--- config.mk ---
export PLATFORM = sky130hd
export DESIGN_NAME = core_ncache_router
export DESIGN_NICKNAME = d
export VERILOG_FILES = /design/src/rtl/core_ncr_pkg.sv /design/src/rtl/core_ncache_match.sv /design/src/rtl/core_ncache_router.sv
export SDC_FILE = /design/constraint.sdc
export NUM_CORES = 1
export LEC_CHECK = 0
export BUFFER_PORTS_ARGS = -buffer_cell sky130_fd_sc_hd__buf_2
export CORE_AREA = 4 4 118 120
export CTS_CLUSTER_DIAMETER = 150
export DETAILED_ROUTE_END_ITERATION = 6
export DIE_AREA = 0 0 122 124
export HOLD_SLACK_MARGIN = 0.06
export PLACE_DENSITY = 0.74
export SLEW_MARGIN = 10
export SYNTH_ARGS = -nofsm -noshare
export SYNTH_HDL_FRONTEND = slang
export SYNTH_SLANG_ARGS = --single-unit
--- constraint.sdc ---
create_clock -name clk -period 1.7 [get_ports clk]
set_input_delay 0.34 -clock clk [delete_from_list [all_inputs] [get_ports clk]]
set_output_delay 0.34 -clock clk [all_outputs]
set_load 0.005 [all_outputs]
--- src/rtl/core_ncr_pkg.sv ---
// Shared definitions for the core non-cacheable router: FSM state encoding
// and the default timeout counter width.
package core_ncr_pkg;

    typedef enum logic [1:0] {
        IDLE = 2'd0,
        REQ  = 2'd1,
        WAIT = 2'd2
    } ncr_state_e;

    localparam int NCR_TIMEOUT_W = 8;

endpackage

--- src/rtl/core_ncache_match.sv ---
// Combinational non-cacheable window compare: hit when every masked address
// bit equals the corresponding base bit. Shared with the fetch path.
module core_ncache_match #(
    parameter int AW = 32
) (
    input  logic [AW-1:0] addr_i,
    input  logic [AW-1:0] base_i,
    input  logic [AW-1:0] mask_i,
    output logic          hit_o
);

    assign hit_o = (((addr_i ^ base_i) & mask_i) == '0);

endmodule

--- src/rtl/core_ncache_router.sv ---
// Routes single outstanding core data requests to the cache or non-cacheable
// path. Optional NCR_TIMEOUT_EN adds a response timeout with late-response drop.
module core_ncache_router
    import core_ncr_pkg::*;
#(
    parameter int AW        = 32,
    parameter int DW        = 32,
    parameter int TIMEOUT_W = NCR_TIMEOUT_W
) (
    input  logic            clk,
    input  logic            rst_n,
    input  logic [AW-1:0]   ncache_base,
    input  logic [AW-1:0]   ncache_mask,
    input  logic            core_req_val,
    output logic            core_req_ack,
    input  logic [AW-1:0]   core_req_addr,
    input  logic            core_req_we,
    input  logic [DW/8-1:0] core_req_be,
    input  logic [DW-1:0]   core_req_wdata,
    output logic            core_rsp_val,
    output logic [DW-1:0]   core_rsp_data,
    output logic            core_rsp_err,
    output logic [AW-1:0]   mem_req_addr,
    output logic            mem_req_we,
    output logic [DW/8-1:0] mem_req_be,
    output logic [DW-1:0]   mem_req_wdata,
    output logic            c_req_val,
    input  logic            c_req_ack,
    input  logic            c_rsp_val,
    input  logic [DW-1:0]   c_rsp_data,
    output logic            nc_req_val,
    input  logic            nc_req_ack,
    input  logic            nc_rsp_val,
    input  logic [DW-1:0]   nc_rsp_data
);

    ncr_state_e      state_q, state_d;
    logic            sel_nc_q, sel_nc_d;
    logic [AW-1:0]   addr_q, addr_d;
    logic            we_q, we_d;
    logic [DW/8-1:0] be_q, be_d;
    logic [DW-1:0]   wdata_q, wdata_d;
    logic            c_req_val_q, c_req_val_d;
    logic            nc_req_val_q, nc_req_val_d;
    logic            rsp_val_q, rsp_val_d;
    logic [DW-1:0]   rsp_data_q, rsp_data_d;

    logic            hit;
    logic            cur_req_val, sel_ack, sel_rsp;
    logic [DW-1:0]   sel_data;
    logic            to_fire;
    logic            drop_c_q, drop_nc_q, drop_c_d, drop_nc_d;

    core_ncache_match #(.AW(AW)) u_match (
        .addr_i (core_req_addr),
        .base_i (ncache_base),
        .mask_i (ncache_mask),
        .hit_o  (hit)
    );

    assign core_req_ack = (state_q == IDLE);
    assign cur_req_val  = sel_nc_q ? nc_req_val_q : c_req_val_q;
    assign sel_ack      = sel_nc_q ? nc_req_ack : c_req_ack;
    assign sel_data     = sel_nc_q ? nc_rsp_data : c_rsp_data;
    // A response owed to a timed-out request must never complete a newer one.
    assign sel_rsp      = sel_nc_q ? (nc_rsp_val && !drop_nc_q) : (c_rsp_val && !drop_c_q);

`ifdef NCR_TIMEOUT_EN
    logic [TIMEOUT_W-1:0] cnt_q, cnt_d;
    logic                 rsp_err_q;

    assign to_fire = (state_q != IDLE) && (cnt_q == '1) && !(state_q == WAIT && sel_rsp);

    always_comb begin
        cnt_d = cnt_q;
        if (state_q == IDLE) begin
            if (core_req_val) cnt_d = '0;
        end else begin
            cnt_d = cnt_q + 1'b1;
        end
    end

    always_comb begin
        drop_c_d  = drop_c_q;
        drop_nc_d = drop_nc_q;
        if (drop_c_q && c_rsp_val)   drop_c_d  = 1'b0;
        if (drop_nc_q && nc_rsp_val) drop_nc_d = 1'b0;
        if (to_fire) begin
            if (sel_nc_q) drop_nc_d = 1'b1;
            else          drop_c_d  = 1'b1;
        end
    end

    always_ff @(posedge clk or negedge rst_n) begin
        if (!rst_n) begin
            cnt_q     <= '0;
            drop_c_q  <= 1'b0;
            drop_nc_q <= 1'b0;
            rsp_err_q <= 1'b0;
        end else begin
            cnt_q     <= cnt_d;
            drop_c_q  <= drop_c_d;
            drop_nc_q <= drop_nc_d;
            rsp_err_q <= to_fire;
        end
    end

    assign core_rsp_err = rsp_err_q;
`else
    logic [TIMEOUT_W-1:0] unused_timeout_w;

    assign unused_timeout_w = '0;
    assign to_fire          = 1'b0;
    assign drop_c_q         = 1'b0;
    assign drop_nc_q        = 1'b0;
    assign drop_c_d         = 1'b0;
    assign drop_nc_d        = 1'b0;
    assign core_rsp_err     = 1'b0;
`endif

    always_comb begin
        state_d      = state_q;
        sel_nc_d     = sel_nc_q;
        addr_d       = addr_q;
        we_d         = we_q;
        be_d         = be_q;
        wdata_d      = wdata_q;
        c_req_val_d  = c_req_val_q;
        nc_req_val_d = nc_req_val_q;
        rsp_val_d    = 1'b0;
        rsp_data_d   = rsp_data_q;
        case (state_q)
            IDLE: begin
                if (core_req_val) begin
                    state_d      = REQ;
                    sel_nc_d     = hit;
                    addr_d       = core_req_addr;
                    we_d         = core_req_we;
                    be_d         = core_req_be;
                    wdata_d      = core_req_wdata;
                    c_req_val_d  = !hit && !drop_c_d;
                    nc_req_val_d = hit && !drop_nc_d;
                end
            end
            REQ: begin
                if (cur_req_val && sel_ack) begin
                    state_d      = WAIT;
                    c_req_val_d  = 1'b0;
                    nc_req_val_d = 1'b0;
                end else begin
                    // Held off while the selected path still owes a dropped response.
                    c_req_val_d  = !sel_nc_q && !drop_c_d;
                    nc_req_val_d = sel_nc_q && !drop_nc_d;
                end
            end
            WAIT: begin
                if (sel_rsp) begin
                    state_d    = IDLE;
                    rsp_val_d  = 1'b1;
                    rsp_data_d = sel_data;
                end
            end
            default: state_d = IDLE;
        endcase
        if (to_fire) begin
            state_d      = IDLE;
            c_req_val_d  = 1'b0;
            nc_req_val_d = 1'b0;
            rsp_val_d    = 1'b1;
            rsp_data_d   = '0;
        end
    end

    always_ff @(posedge clk or negedge rst_n) begin
        if (!rst_n) begin
            state_q      <= IDLE;
            sel_nc_q     <= 1'b0;
            addr_q       <= '0;
            we_q         <= 1'b0;
            be_q         <= '0;
            wdata_q      <= '0;
            c_req_val_q  <= 1'b0;
            nc_req_val_q <= 1'b0;
            rsp_val_q    <= 1'b0;
            rsp_data_q   <= '0;
        end else begin
            state_q      <= state_d;
            sel_nc_q     <= sel_nc_d;
            addr_q       <= addr_d;
            we_q         <= we_d;
            be_q         <= be_d;
            wdata_q      <= wdata_d;
            c_req_val_q  <= c_req_val_d;
            nc_req_val_q <= nc_req_val_d;
            rsp_val_q    <= rsp_val_d;
            rsp_data_q   <= rsp_data_d;
        end
    end

    assign mem_req_addr  = addr_q;
    assign mem_req_we    = we_q;
    assign mem_req_be    = be_q;
    assign mem_req_wdata = wdata_q;
    assign c_req_val     = c_req_val_q;
    assign nc_req_val    = nc_req_val_q;
    assign core_rsp_val  = rsp_val_q;
    assign core_rsp_data = rsp_data_q;

endmodule

# Yosys cells after proc, flatten, opt, wreduce, memory -nomap -nowiden
# Cells that the tools add are included.
[word_totals]
output_inout_bits = 106
regBits = 107
word_cells = 43
[op_classes]
bitwise = 2
mux = 16
eq_ne = 5
reduce_logical = 10
[ops]
columns = ["cell", "n"]
rows = [
  ["$and 32x32->32", 1],
  ["$logic_not 32->1", 1],
  ["$mux 32", 1],
  ["$xor 32x32->32", 1],
  ["$mux 1", 9],
  ["$mux 2", 3],
  ["$ne 2x2->1 const B", 3],
  ["$pmux 2 s3", 1],
  ["$reduce_and 2->1", 3],
  ["$pmux 1 s2", 2],
  ["$reduce_and 3->1", 1],
  ["$eq 2x1->1 const B", 1],
  ["$eq 2x2->1 const B", 1],
  ["$logic_not 1->1", 2],
  ["$logic_not 2->1", 1],
  ["$reduce_bool 2->1", 1],
  ["$logic_and 1x1->1", 1],
]

# Longest topological paths before layout
# Gate-level depths: netlist of the first run.
[logic_depth]
depth_word = 6
mapped_depth = 7

# By module
# From an unflattened synthesis of the first run, not the netlist that was laid out.
[unflattened]
hier_cells = 479
area_unflattened_um2 = 5044.8
[modules_own_cells]
columns = ["module", "instances", "area_each_um2", "cells_per_inst", "seq_area_each_um2"]
rows = [
  ["core_ncache_router", 1, 4606.9, 426, 2677.6],
  ["core_ncache_match", 1, 437.9, 53, 0.0],
]

# Least setup slack after synthesis of the first run
# OpenSTA, ideal clock, no wires.
[synth_path]
path_kind = "register -> register"
from = "register state_q[1]"
to = "register addr_q[0] (netlist: mem_req_addr[0])"
path_slack_ps = 251
arrival_time_ps = 1324
period_less_slack_ps = 1449
stages_incl_launch_ff = 6
path_buffers = 2
cell_sequence = "dfrtp_1 nor2_2 and2_1 buf_6 buf_2 mux2_2"
[synth_between]
elab_chain_len = 2
[synth_lines]
columns = ["item", "line", "text"]
rows = [
  ["start, declared", "core_ncache_router.sv:37", "ncr_state_e state_q, state_d;"],
  ["start signal, assigned", "core_ncache_router.sv:187", "state_q <= state_d;"],
  ["$logic_not 2->1", "-", ""],
  ["net core_req_ack", "core_ncache_router.sv:15", "output logic core_req_ack,"],
  ["$reduce_and 2->1 (no source line)", "-", ""],
  ["end signal, assigned", "core_ncache_router.sv:189", "addr_q <= addr_d;"],
  ["end, declared", "core_ncache_router.sv:39", "logic [AW-1:0] addr_q, addr_d;"],
]
# The timed path passes the listed nets, and every way through them passes these cells.
# A chain may end at the register's enable or synchronous reset.

# Final worst setup path of the first run
[layout_path]
from = "register state_q[1]"
to = "register c_req_val_q (netlist: c_req_val)"
[layout_between]
elab_chain_len = 3
word_cells_on_any_way = 6
cone_classes = "eq/ne (2); mux (1); reduce/logical (3)"
[layout_lines]
columns = ["item", "line", "text"]
rows = [
  ["$eq 2x1->1 / $logic_not 2->1 (equally long branches)", "core_ncache_router.sv:132", "case (state_q)"],
  ["$reduce_bool 2->1 (no source line) / $ne 2x2->1 (equally long branches)", "-", ""],
  ["$reduce_and 2->1 (no source line)", "-", ""],
  ["end signal, assigned", "core_ncache_router.sv:193", "c_req_val_q <= c_req_val_d;"],
  ["end, declared", "core_ncache_router.sv:43", "logic c_req_val_q, c_req_val_d;"],
]
# Parallel ways exist; a longest one is shown, timed or not.

==> results of run 1 <==
## Yosys cell counts (2+ instances only)
master | count | share of area
a22oi_1 | 10 | 0.016
nand3_1 | 3 | 0.0032
mux2_2 | 69 | 0.16
o21ai_0 | 3 | 0.0032
a221oi_1 | 2 | 0.0037
buf_2 | 8 | 0.0084
nand2_1 | 2 | 0.0016
a21oi_1 | 33 | 0.035
nand4_1 | 3 | 0.0039
dfrtp_1 | 107 | 0.56
nor2b_1 | 3 | 0.0039
nor2_1 | 34 | 0.027
a22o_1 | 3 | 0.0055
mux2i_1 | 33 | 0.069
xor2_1 | 32 | 0.059
buf_4 | 11 | 0.017
## state kept, by name, summed over array words and instances, names as in the netlist
register       count
state_q            2
mem_req_be         4
sel_nc_q           1
core_rsp_data     32
nc_req_val         1
c_req_val          1
core_rsp_val       1
mem_req_we         1
mem_req_addr      32
mem_req_wdata     32
## worst register-to-register path, cell delays in order (launching register included)
cell     delay [ns]
dfrtp_1        0.43
nor2_2         0.15
and2_4         0.22
nand4_2        0.12
nor3_2         0.22
nand4_1        0.16
o221a_2        0.16
## metal layers
layer | track usage | share of wire | wire length [um] | vias to the layer above
li1 | - | - | - | 1915
met1 | 0.173 | 0.35 | 4620 | 1850
met2 | 0.298 | 0.53 | 6950 | 208
met3 | 0.0477 | 0.10 | 1360 | 16
met4 | 0.0770 | 0.022 | 286 | 0
met5 | 0 | 0 | 0 | -
## power breakdown
| part | internal (W) | switching (W) | total [W] |
|---|---|---|---|
| clock network | 0.00114 | 0.000873 | 0.00202 |
| registers | 0.00382 | 0.000639 | 0.00446 |
| logic | 0.00229 | 0.00174 | 0.00403 |
| total | 0.00726 | 0.00325 | 0.0105 |
## logic make-up (layout without fill, tap and decap cells)
| logic type | count (synthesis) | after routing | synth area share |
|---|---|---|---|
| buffers and inverters | 21 | 334 | 0.0289 |
| flip-flops | 107 | 107 | 0.562 |
| other | 1 | 1 | 0.000787 |
| multiplexers | 102 | 102 | 0.232 |
| AND/OR/NAND/NOR | 50 | 50 | 0.0481 |
| AO/OA/AOI/OAI | 54 | 54 | 0.0688 |
| XOR/XNOR | 32 | 32 | 0.0588 |
## layout make-up
type	count	share of cell area
Sequential cell	107	0.393
Tap cell	176	0.0323
Timing Repair Buffer	317	0.245
Multi-Input combinational cell	239	0.287
Clock inverter	4	0.00715
Inverter	1	0.000550
Clock buffer	12	0.0347
## worst paths after layout
| check | slack [ns] | to | startpoint | depth (start not counted) |
|---|---|---|---|---|
| max reg2reg | 0.13 | c_req_val | state_q[1] | 6 |
| max in group asynchronous | 1.18 | sel_nc_q | rst_n | 2 |
| min reg2reg | 0.50 | mem_req_wdata[21] | mem_req_wdata[21] | 1 |
| min in group clk | 0.23 | mem_req_wdata[17] | core_req_wdata[17] | 2 |
| max | 0.13 | c_req_val | state_q[1] | 6 |
| min | 0.06 | core_rsp_data[15] | rst_n | 2 |
## metrics by stage
step	util	setup WS (ns)	hold WS [ns]	instances	total power (W)
floorplan	-	0.251	0.0444	367	0.00653
global placement	0.503	-0.0565	0.453	840	0.00842
detailed placement	0.503	-0.0750	0.456	840	0.00861
CTS	0.525	0.00621	0.0832	856	0.0107
global route	0.525	0.0195	0.107	856	0.0113
finish	0.525	0.130	0.0601	856	0.0105
==> flow_summary.json, run 1 <==
{
  "pin_count": 310,
  "synth_area_um2": 4760,
  "antenna_cells": 0,
  "critPathMaxFanout": 6,
  "grt_pass1_wl_mm": 19.2,
  "avgSynthCellArea_um2": 13.0,
  "grt_max_degree": 108,
  "syn_nets": 571,
  "cp.required_ns": 1.93,
  "ys_async_sr_fraction": 1.00,
  "wl_per_cell_um": 15.4,
  "synth_ff_type": "dfrtp_1",
  "clk_pin_slew_ns": 0.07,
  "antenna_found_initial": 0,
  "ir_drop_v": 0.000739,
  "dieArea_um2": 15100,
  "critical_path_arrival_ns": 1.80,
  "seqCellArea_um2": 2680,
  "setup_viol": 0,
  "seq_area_frac_synth": 0.562,
  "io_buffers": 308,
  "finalWirelength_mm": 13.2,
  "synth-edff-count": 0,
  "rsz0062_at_grt": "false",
  "holdBufCountCts": 0,
  "cts_setup_buffers": 0,
  "outcome": "finished clean",
  "worst_slew_pin_slew_ns": 0.563,
  "track_usage": 0.163,
  "clock_skew_ns": 0.0123,
  "cpMaxStageDelayCell": "dfrtp_1",
  "hold_path.class": "in -> async",
  "cts_root_buf": "clkbuf_16",
  "drtAntennaViolNets": 0,
  "final_common_cell": "buf_2",
  "grt-ovfl-total": 0,
  "hold_viol_final": 0,
  "critPathCaptureType": "flop",
  "period_minus_slack_ns": 1.57,
  "die_w_um": 122,
  "final_cell_mix": "buf_2, dfrtp_1, mux2_2, nor2_1",
  "vias": 3989,
  "drive_gt1_frac": 0.597,
  "critPathTopFamily": "simple AND/OR/NAND/NOR gates",
  "postLayoutCellArea_um2": 6820,
  "die_h_um": 124,
  "cts_resized": 0,
  "gp_congestion": 0.841,
  "cts_buffers": 9,
  "max_stage_delay_ns": 0.43,
  "cap_violations": 0,
  "fmax_ghz": 0.637,
  "area_growth_pct": 43.2,
  "synth_cell_types": 27,
  "core_um2": 13000,
  "fillCellCount": 1156,
  "period_share": 0.923,
  "grt_pass1_vias": 4013,
  "ys_warn_count": 0,
  "drv_slew": 0,
  "drt_iter0_markers": 104,
  "cts_tree": "yes",
  "leakagePower_nw": 3.31,
  "drtPass1Iterations": 4,
  "cp_cell_sequence": "nor2_2 > and2_4 > nand4_2 > nor3_2 > nand4_1 > o221a_2",
  "multi_input_area_um2": 1960,
  "cts.sinks": 107,
  "nNetsFinal": 879,
  "placed_area_um2": 6530,
  "startpoint_type": "flop",
  "dp.final_hpwl_mm": 10.6,
  "setup_tns_ns": 0,
  "power-per-cell-area_nw_per_um2": 1540,
  "fp-row-count": 42,
  "timing.critical_path.buf_inv": 0,
  "start_util": 0.367,
  "syn_inst": 367,
  "clk_latency_ns": 0.34,
  "synth-seq-cells": 107,
  "crit_type": "reg -> reg",
  "drc": 0,
  "slew_headroom": 0.625,
  "clockBufferDepth": 2,
  "ctsHtreeMaxLevel": 3,
  "via_per_inst": 4.66
}
No activity file was read; power rests on OpenSTA's default activity.
==> run 2: changes to the inputs <==
- CORE_AREA: 4 4 118 120 -> default
- CORE_MARGIN: default -> 4
- CORE_UTILIZATION: default -> 38
- DIE_AREA: 0 0 122 124 -> default
- PLACE_DENSITY: 0.74 -> 0.78
- clock period: 1.7 -> 1.3 ns (I/O delays scaled with it)
==> flow_summary.json, run 2 (synthesis results as in run 1) <==
{
  "outcome": "finished, violations left",
  "violations": "negative setup slack",
  "clock_skew_ns": 0.0101,
  "cts.sinks": 107,
  "nNetsFinal": 912,
  "critPathTopFamily": "flip-flops",
  "cts_tree": "yes",
  "crit_type": "reg -> reg",
  "fin_cells": 880,
  "drv_slew": 0,
  "setup_viol": 106,
  "hold_viol_final": 0,
  "max_stage_delay_ns": 0.40,
  "antenna_found_initial": 0,
  "fp-row-count": 40,
  "internal_power_w": 0.0109,
  "gp_congestion": 0.850,
  "pin_count": 310,
  "seq_power_share": 0.375,
  "cp-startpoint": "state_q[0]",
  "startpoint_type": "flop",
  "cp.required_ns": 1.52,
  "rsz0062_at_grt": "true",
  "io_buffers": 308,
  "drtPass1Iterations": 5,
  "final_common_cell": "buf_2",
  "die_h_um": 120,
  "start_util": 0.392,
  "place_ws_ns": -0.444,
  "ctsHtreeMaxLevel": 3,
  "cts_buffers": 9,
  "whs_ns": 0.152,
  "vias": 4381,
  "period_share": 1.19,
  "fillCellCount": 903,
  "period_minus_slack_ns": 1.54,
  "switching_power_w": 0.00533,
  "dp.final_hpwl_mm": 11.2,
  "switching_share": 0.329,
  "track_usage": 0.207,
  "drtAntennaViolNets": 0,
  "clk_latency_ns": 0.34,
  "dieArea_um2": 14400,
  "area_growth_pct": 63.3,
  "drc": 0,
  "die_w_um": 120,
  "via_per_inst": 4.98,
  "grt_pass1_vias": 4752,
  "grt_max_degree": 58,
  "worstReg2RegStart": "state_q[0]",
  "finalWirelength_mm": 16.5,
  "timing.critical_path.buf_inv": 2,
  "hold_path.class": "in -> reg",
  "grt_pass1_wl_mm": 23.8,
  "dp_cells": 842,
  "p_clk_frac": 0.151,
  "ir_drop_v": 0.00117,
  "cpMaxStageDelayCell": "dfrtp_1",
  "fmax_ghz": 0.648,
  "clockBufferDepth": 2,
  "min_from": "core_req_wdata[13]",
  "critPathCaptureType": "flop",
  "power-per-cell-area_nw_per_um2": 2080,
  "drt_iter0_markers": 210,
  "critPathMaxFanout": 13,
  "grt-ovfl-total": 0,
  "drive_gt1_frac": 0.704,
  "leakagePower_nw": 3.75,
  "cap_violations": 0,
  "power_frac_comb": 0.474,
  "antenna_cells": 0,
  "clk_pin_slew_ns": 0.07,
  "wl_per_cell_um": 18.7,
  "power_w": 0.0162,
  "final_cell_mix": "buf_2, dfrtp_1, mux2_4",
  "cts_root_buf": "clkbuf_16",
  "critical_path_arrival_ns": 1.76,
  "core_um2": 12200,
  "cp_cell_sequence": "nor2_2 > and2_4 > buf_12 > buf_16 > mux2_2",
  "finalWorstSetupSlack_ns": -0.242
}
run 2: cell types whose count changed in the layout (fill, tap and decap cells not counted), sizes merged:
cell | previous run | this run
dlygate4sd3 | 0 | 1
buf | 317 | 345
clkinv | 2 | 6
clkbuf | 12 | 13
bufinv | 1 | 0
inv | 2 | 1
run 2: power by group through the flow:
stage | clock (W) | combinational (W) | sequential (W)
final | 0.00244 | 0.00768 | 0.00607
after global placement | 0 | 0.00531 | 0.00575
after detailed placement | 0 | 0.00552 | 0.00586
after floorplan | 0 | 0.00262 | 0.00601
after CTS | 0.00252 | 0.00631 | 0.00582
after global routing | 0.00267 | 0.00824 | 0.00628
run 2: path summary, 6_finish.rpt:
kind                            slack (ns)  cells after the start           endpoint
worst max-delay path                 -0.24                      5  mem_req_wdata[11]
worst min-delay path                  0.15                      2  mem_req_wdata[13]
worst max register to register       -0.24                      5  mem_req_wdata[11]
worst min register to register        0.50                      1  mem_req_wdata[19]
max in group asynchronous             0.52                      3    mem_req_addr[3]
min in group asynchronous             0.51                      3  core_rsp_data[16]
run 2: metrics by stage:
stage / utilization / setup TNS [ns] / area [um2]
floorplan: - / -6.58 / 4800
global placement: 0.543 / -16.39 / 6600
detailed placement: 0.543 / -20.94 / 6600
CTS: 0.595 / -20.56 / 7240
global route: 0.640 / -24.70 / 7780
finish: 0.640 / -16.99 / 7780
run 2: repair_timing:
| action | 4_1_cts | 5_1_grt |
|---|---|---|
| endpoints found under the setup margin | 104 | 107 |
| hold buffers | 1 | 0 |
| setup buffers | 9 | 3 |
| endpoints found under the hold margin | 107 | 0 |
| gates cloned | 7 | 6 |
| pin swaps | 0 | 2 |
| resized for setup | 27 | 120 |
run 2: routing by layer:
metal,track usage,share of wire,up-vias
met5,0,0,-
met4,0.0730,0.023,0
met3,0.0509,0.074,38
met2,0.396,0.55,229
met1,0.218,0.35,2134
li1,-,-,1980
run 2: area by class of cell:
cell class              count  area, um2  share of cell area
clock buffers               9        225              0.0289
clock inverters             6       33.8             0.00434
inverters                   1       3.75            0.000482
multi-input cells         239       2410               0.310
flip-flops and latches    107       2680               0.344
well taps                 168        210              0.0270
repair buffers            350       2220               0.285
==> run 3: changes to the inputs <==
- CORE_ASPECT_RATIO: default -> 1.5
- CORE_UTILIZATION: 38 -> 39
- PLACE_DENSITY: 0.78 -> 0.79
- SYNTH_HIERARCHICAL: default -> 1
==> flow_summary.json, run 3 <==
{
  "leakagePower_nw": 4.59,
  "synth_xor_area_frac": 0.0556,
  "grt_pass1_vias": 5075,
  "drtAntennaViolNets": 0,
  "r2r_slack_ns": -0.20,
  "drt_iter0_markers": 152,
  "die_w_um": 101,
  "setup_viol": 105,
  "synth-edff-count": 0,
  "synthTopCellsByArea": "dfrtp_1, nand2_1, mux2_4",
  "antenna_found_initial": 0,
  "clk_latency_ns": 0.34,
  "setup_tns_ns": -14.22,
  "timing.critical_path.buf_inv": 2,
  "cp_cell_sequence": "mux2i_2 > nor2b_4 > buf_12 > clkbuf_16 > mux2_4",
  "p_clk_frac": 0.147,
  "multi_input_area_um2": 2680,
  "internal_power_w": 0.0110,
  "die_h_um": 147,
  "yosysTopAreaCell": "dfrtp_1",
  "seq_power_share": 0.354,
  "grtUsageMet1": 0.246,
  "dieArea_um2": 14900,
  "grt_max_degree": 40,
  "hold_viol_final": 0,
  "cts_buffers": 9,
  "seqCellArea_um2": 2680,
  "path_depth": 5,
  "syn_nets": 683,
  "cp.required_ns": 1.52,
  "ys_warn_count": 6,
  "hold_path.class": "in -> reg",
  "cts_tree": "yes",
  "yosys-top-cells-count": "nand2_1, dfrtp_1, mux2_2",
  "ys_async_sr_fraction": 1.00,
  "clock_skew_ns": 0.0135,
  "synthSimpleGateAreaFrac": 0.180,
  "whs_ns": 0.108,
  "fp-row-count": 50,
  "start_util": 0.401,
  "cpMaxStageDelayCell": "dfrtp_2",
  "endpoint": "core_rsp_data[12]",
  "synth_fa_ha_area_frac": 0,
  "nNetsFinal": 1051,
  "avgSynthCellArea_um2": 10.5,
  "busiest_layer": "met2",
  "period_minus_slack_ns": 1.50,
  "ctsHtreeMaxLevel": 3,
  "track_usage": 0.222,
  "final_cell_mix": "buf_2, dfrtp_1, nand2_1, nand2_2, mux2_2",
  "switching_share": 0.359,
  "grt_pass1_wl_mm": 25.5,
  "synth-seq-cells": 107,
  "power-per-cell-area_nw_per_um2": 2030,
  "synthMuxAreaShare": 0.166,
  "syn_inst": 479,
  "grtUsageMet3": 0.0485,
  "seq_area_frac_synth": 0.531,
  "cp-startpoint": "sel_nc_q",
  "gp_congestion": 0.837,
  "regToRegEndpoint": "core_rsp_data[12]",
  "r2r_cells": 5,
  "synth_top_family_by_area": "simple AND/OR/NAND/NOR gates",
  "drive_gt1_frac": 0.681,
  "fillCellCount": 998,
  "finalWorstSetupSlack_ns": -0.196,
  "antenna_cells": 0,
  "cts_root_buf": "clkbuf_16",
  "use_met2": 0.408,
  "power_frac_comb": 0.499,
  "outcome": "finished, violations left",
  "yosys.area.top_type_share": 0.531,
  "drv_slew": 0,
  "ir_drop_v": 0.000976,
  "min_from": "core_req_wdata[22]",
  "synth_ff_type": "dfrtp_1",
  "synth_area_um2": 5040,
  "dp.final_hpwl_mm": 12.3,
  "io_buffers": 308,
  "critPathTopFamily": "multiplexers",
  "area_growth_pct": 67.9,
  "via_per_inst": 4.79,
  "startpoint_type": "flop",
  "clockBufferDepth": 2,
  "critPathMaxFanout": 7,
  "rsz0062_at_grt": "true",
  "wl_per_cell_um": 18.2,
  "core_um2": 12600,
  "period_share": 1.15,
  "synth-compound-area-share": 0.0315,
  "fmax_ghz": 0.669,
  "clk_pin_slew_ns": 0.08,
  "crit_type": "reg -> reg",
  "drc": 0,
  "worstReg2RegStart": "sel_nc_q",
  "synth_cell_types": 28,
  "grt-ovfl-total": 0,
  "critPathCaptureType": "flop",
  "cts.sinks": 107,
  "pin_count": 310,
  "critical_path_arrival_ns": 1.71,
  "vias": 4827,
  "violations": "negative setup slack",
  "max_stage_delay_ns": 0.41,
  "drtPass1Iterations": 4,
  "final_common_cell": "buf_2",
  "synth.most_common_cell": "nand2_1",
  "cap_violations": 0,
  "finalWirelength_mm": 18.3,
  "switching_power_w": 0.00616
}
run 3: cell count changes in the layout (fill, tap and decap cells not counted), sizes merged, moves of 3 or more:
cell / delta
a22oi: +6
mux2i: -32
buf: +29
nor2: -34
nand2: +211
clkbuf: +4
mux2: -5
clkinv: -3
a21oi: -32
run 3: area by class of cell:
cell class              count  area share
multi-input cells         348       0.317
flip-flops and latches    107       0.316
repair buffers            381       0.312
clock buffers              11      0.0275
well taps                 156      0.0230
clock inverters             5     0.00428
run 3: tightest hold or removal path, cell delays in order:
cell,delay [ns]
buf_2,0.07
nand2_1,0.04
nand2_1,0.05
run 3: worst min path at each step:
stage                   endpoint  slack (ns)  depth (start not counted)
2_1_floorplan          c_req_val       -0.04                          0
3_3_place_gp   core_rsp_data[25]        0.20                          1
3_5_place_dp   core_rsp_data[25]        0.20                          1
4_1_cts        mem_req_wdata[23]        0.09                          3
5_1_grt         mem_req_wdata[1]         0.1                          3
6_report       mem_req_wdata[22]        0.11                          3
run 3: kinds of logic after synthesis:
| family | count (synthesis) |
|---|---|
| xor+xnor | 32 |
| other cells | 1 |
| flops | 107 |
| compound gates | 22 |
| buf+inv | 24 |
| mux | 65 |
| simple gates | 228 |
run 3: through the flow:
stage          instance area [um2]  cells  setup slack, ns  power, W   util
2_1_floorplan                 5070    479          -0.0905   0.00863      -
3_3_place_gp                  7020    958           -0.528    0.0115  0.559
3_5_place_dp                  7020    958           -0.542    0.0117  0.559
4_1_cts                       7760    989           -0.201    0.0156  0.617
5_1_grt                       8470   1008           -0.253    0.0182  0.674
6_report                      8470   1008           -0.196    0.0172  0.674
run 3: metal layers:
metal,wire length [um],up-vias
met3,1510,31
met2,9940,235
met5,0,-
met4,542,0
met1,6300,2265
li1,-,2296
run 3: power by group through the flow:
stage	Sequential, W	Combinational (W)	Clock [W]
after floorplan	0.00593	0.00270	0
after global placement	0.00568	0.00583	0
after detailed placement	0.00578	0.00594	0
after CTS	0.00582	0.00721	0.00259
after global routing	0.00627	0.00924	0.00274
final	0.00608	0.00858	0.00253
run 3: timing repair:
action / 4_1_cts / 5_1_grt
gates resized for setup: 48 / 145
pin swaps: 59 / 80
setup endpoints to repair: 106 / 106
hold buffers: 1 / 0
cloned: 10 / 8
hold endpoints to repair: 18 / 0
setup buffers: 4 / 15
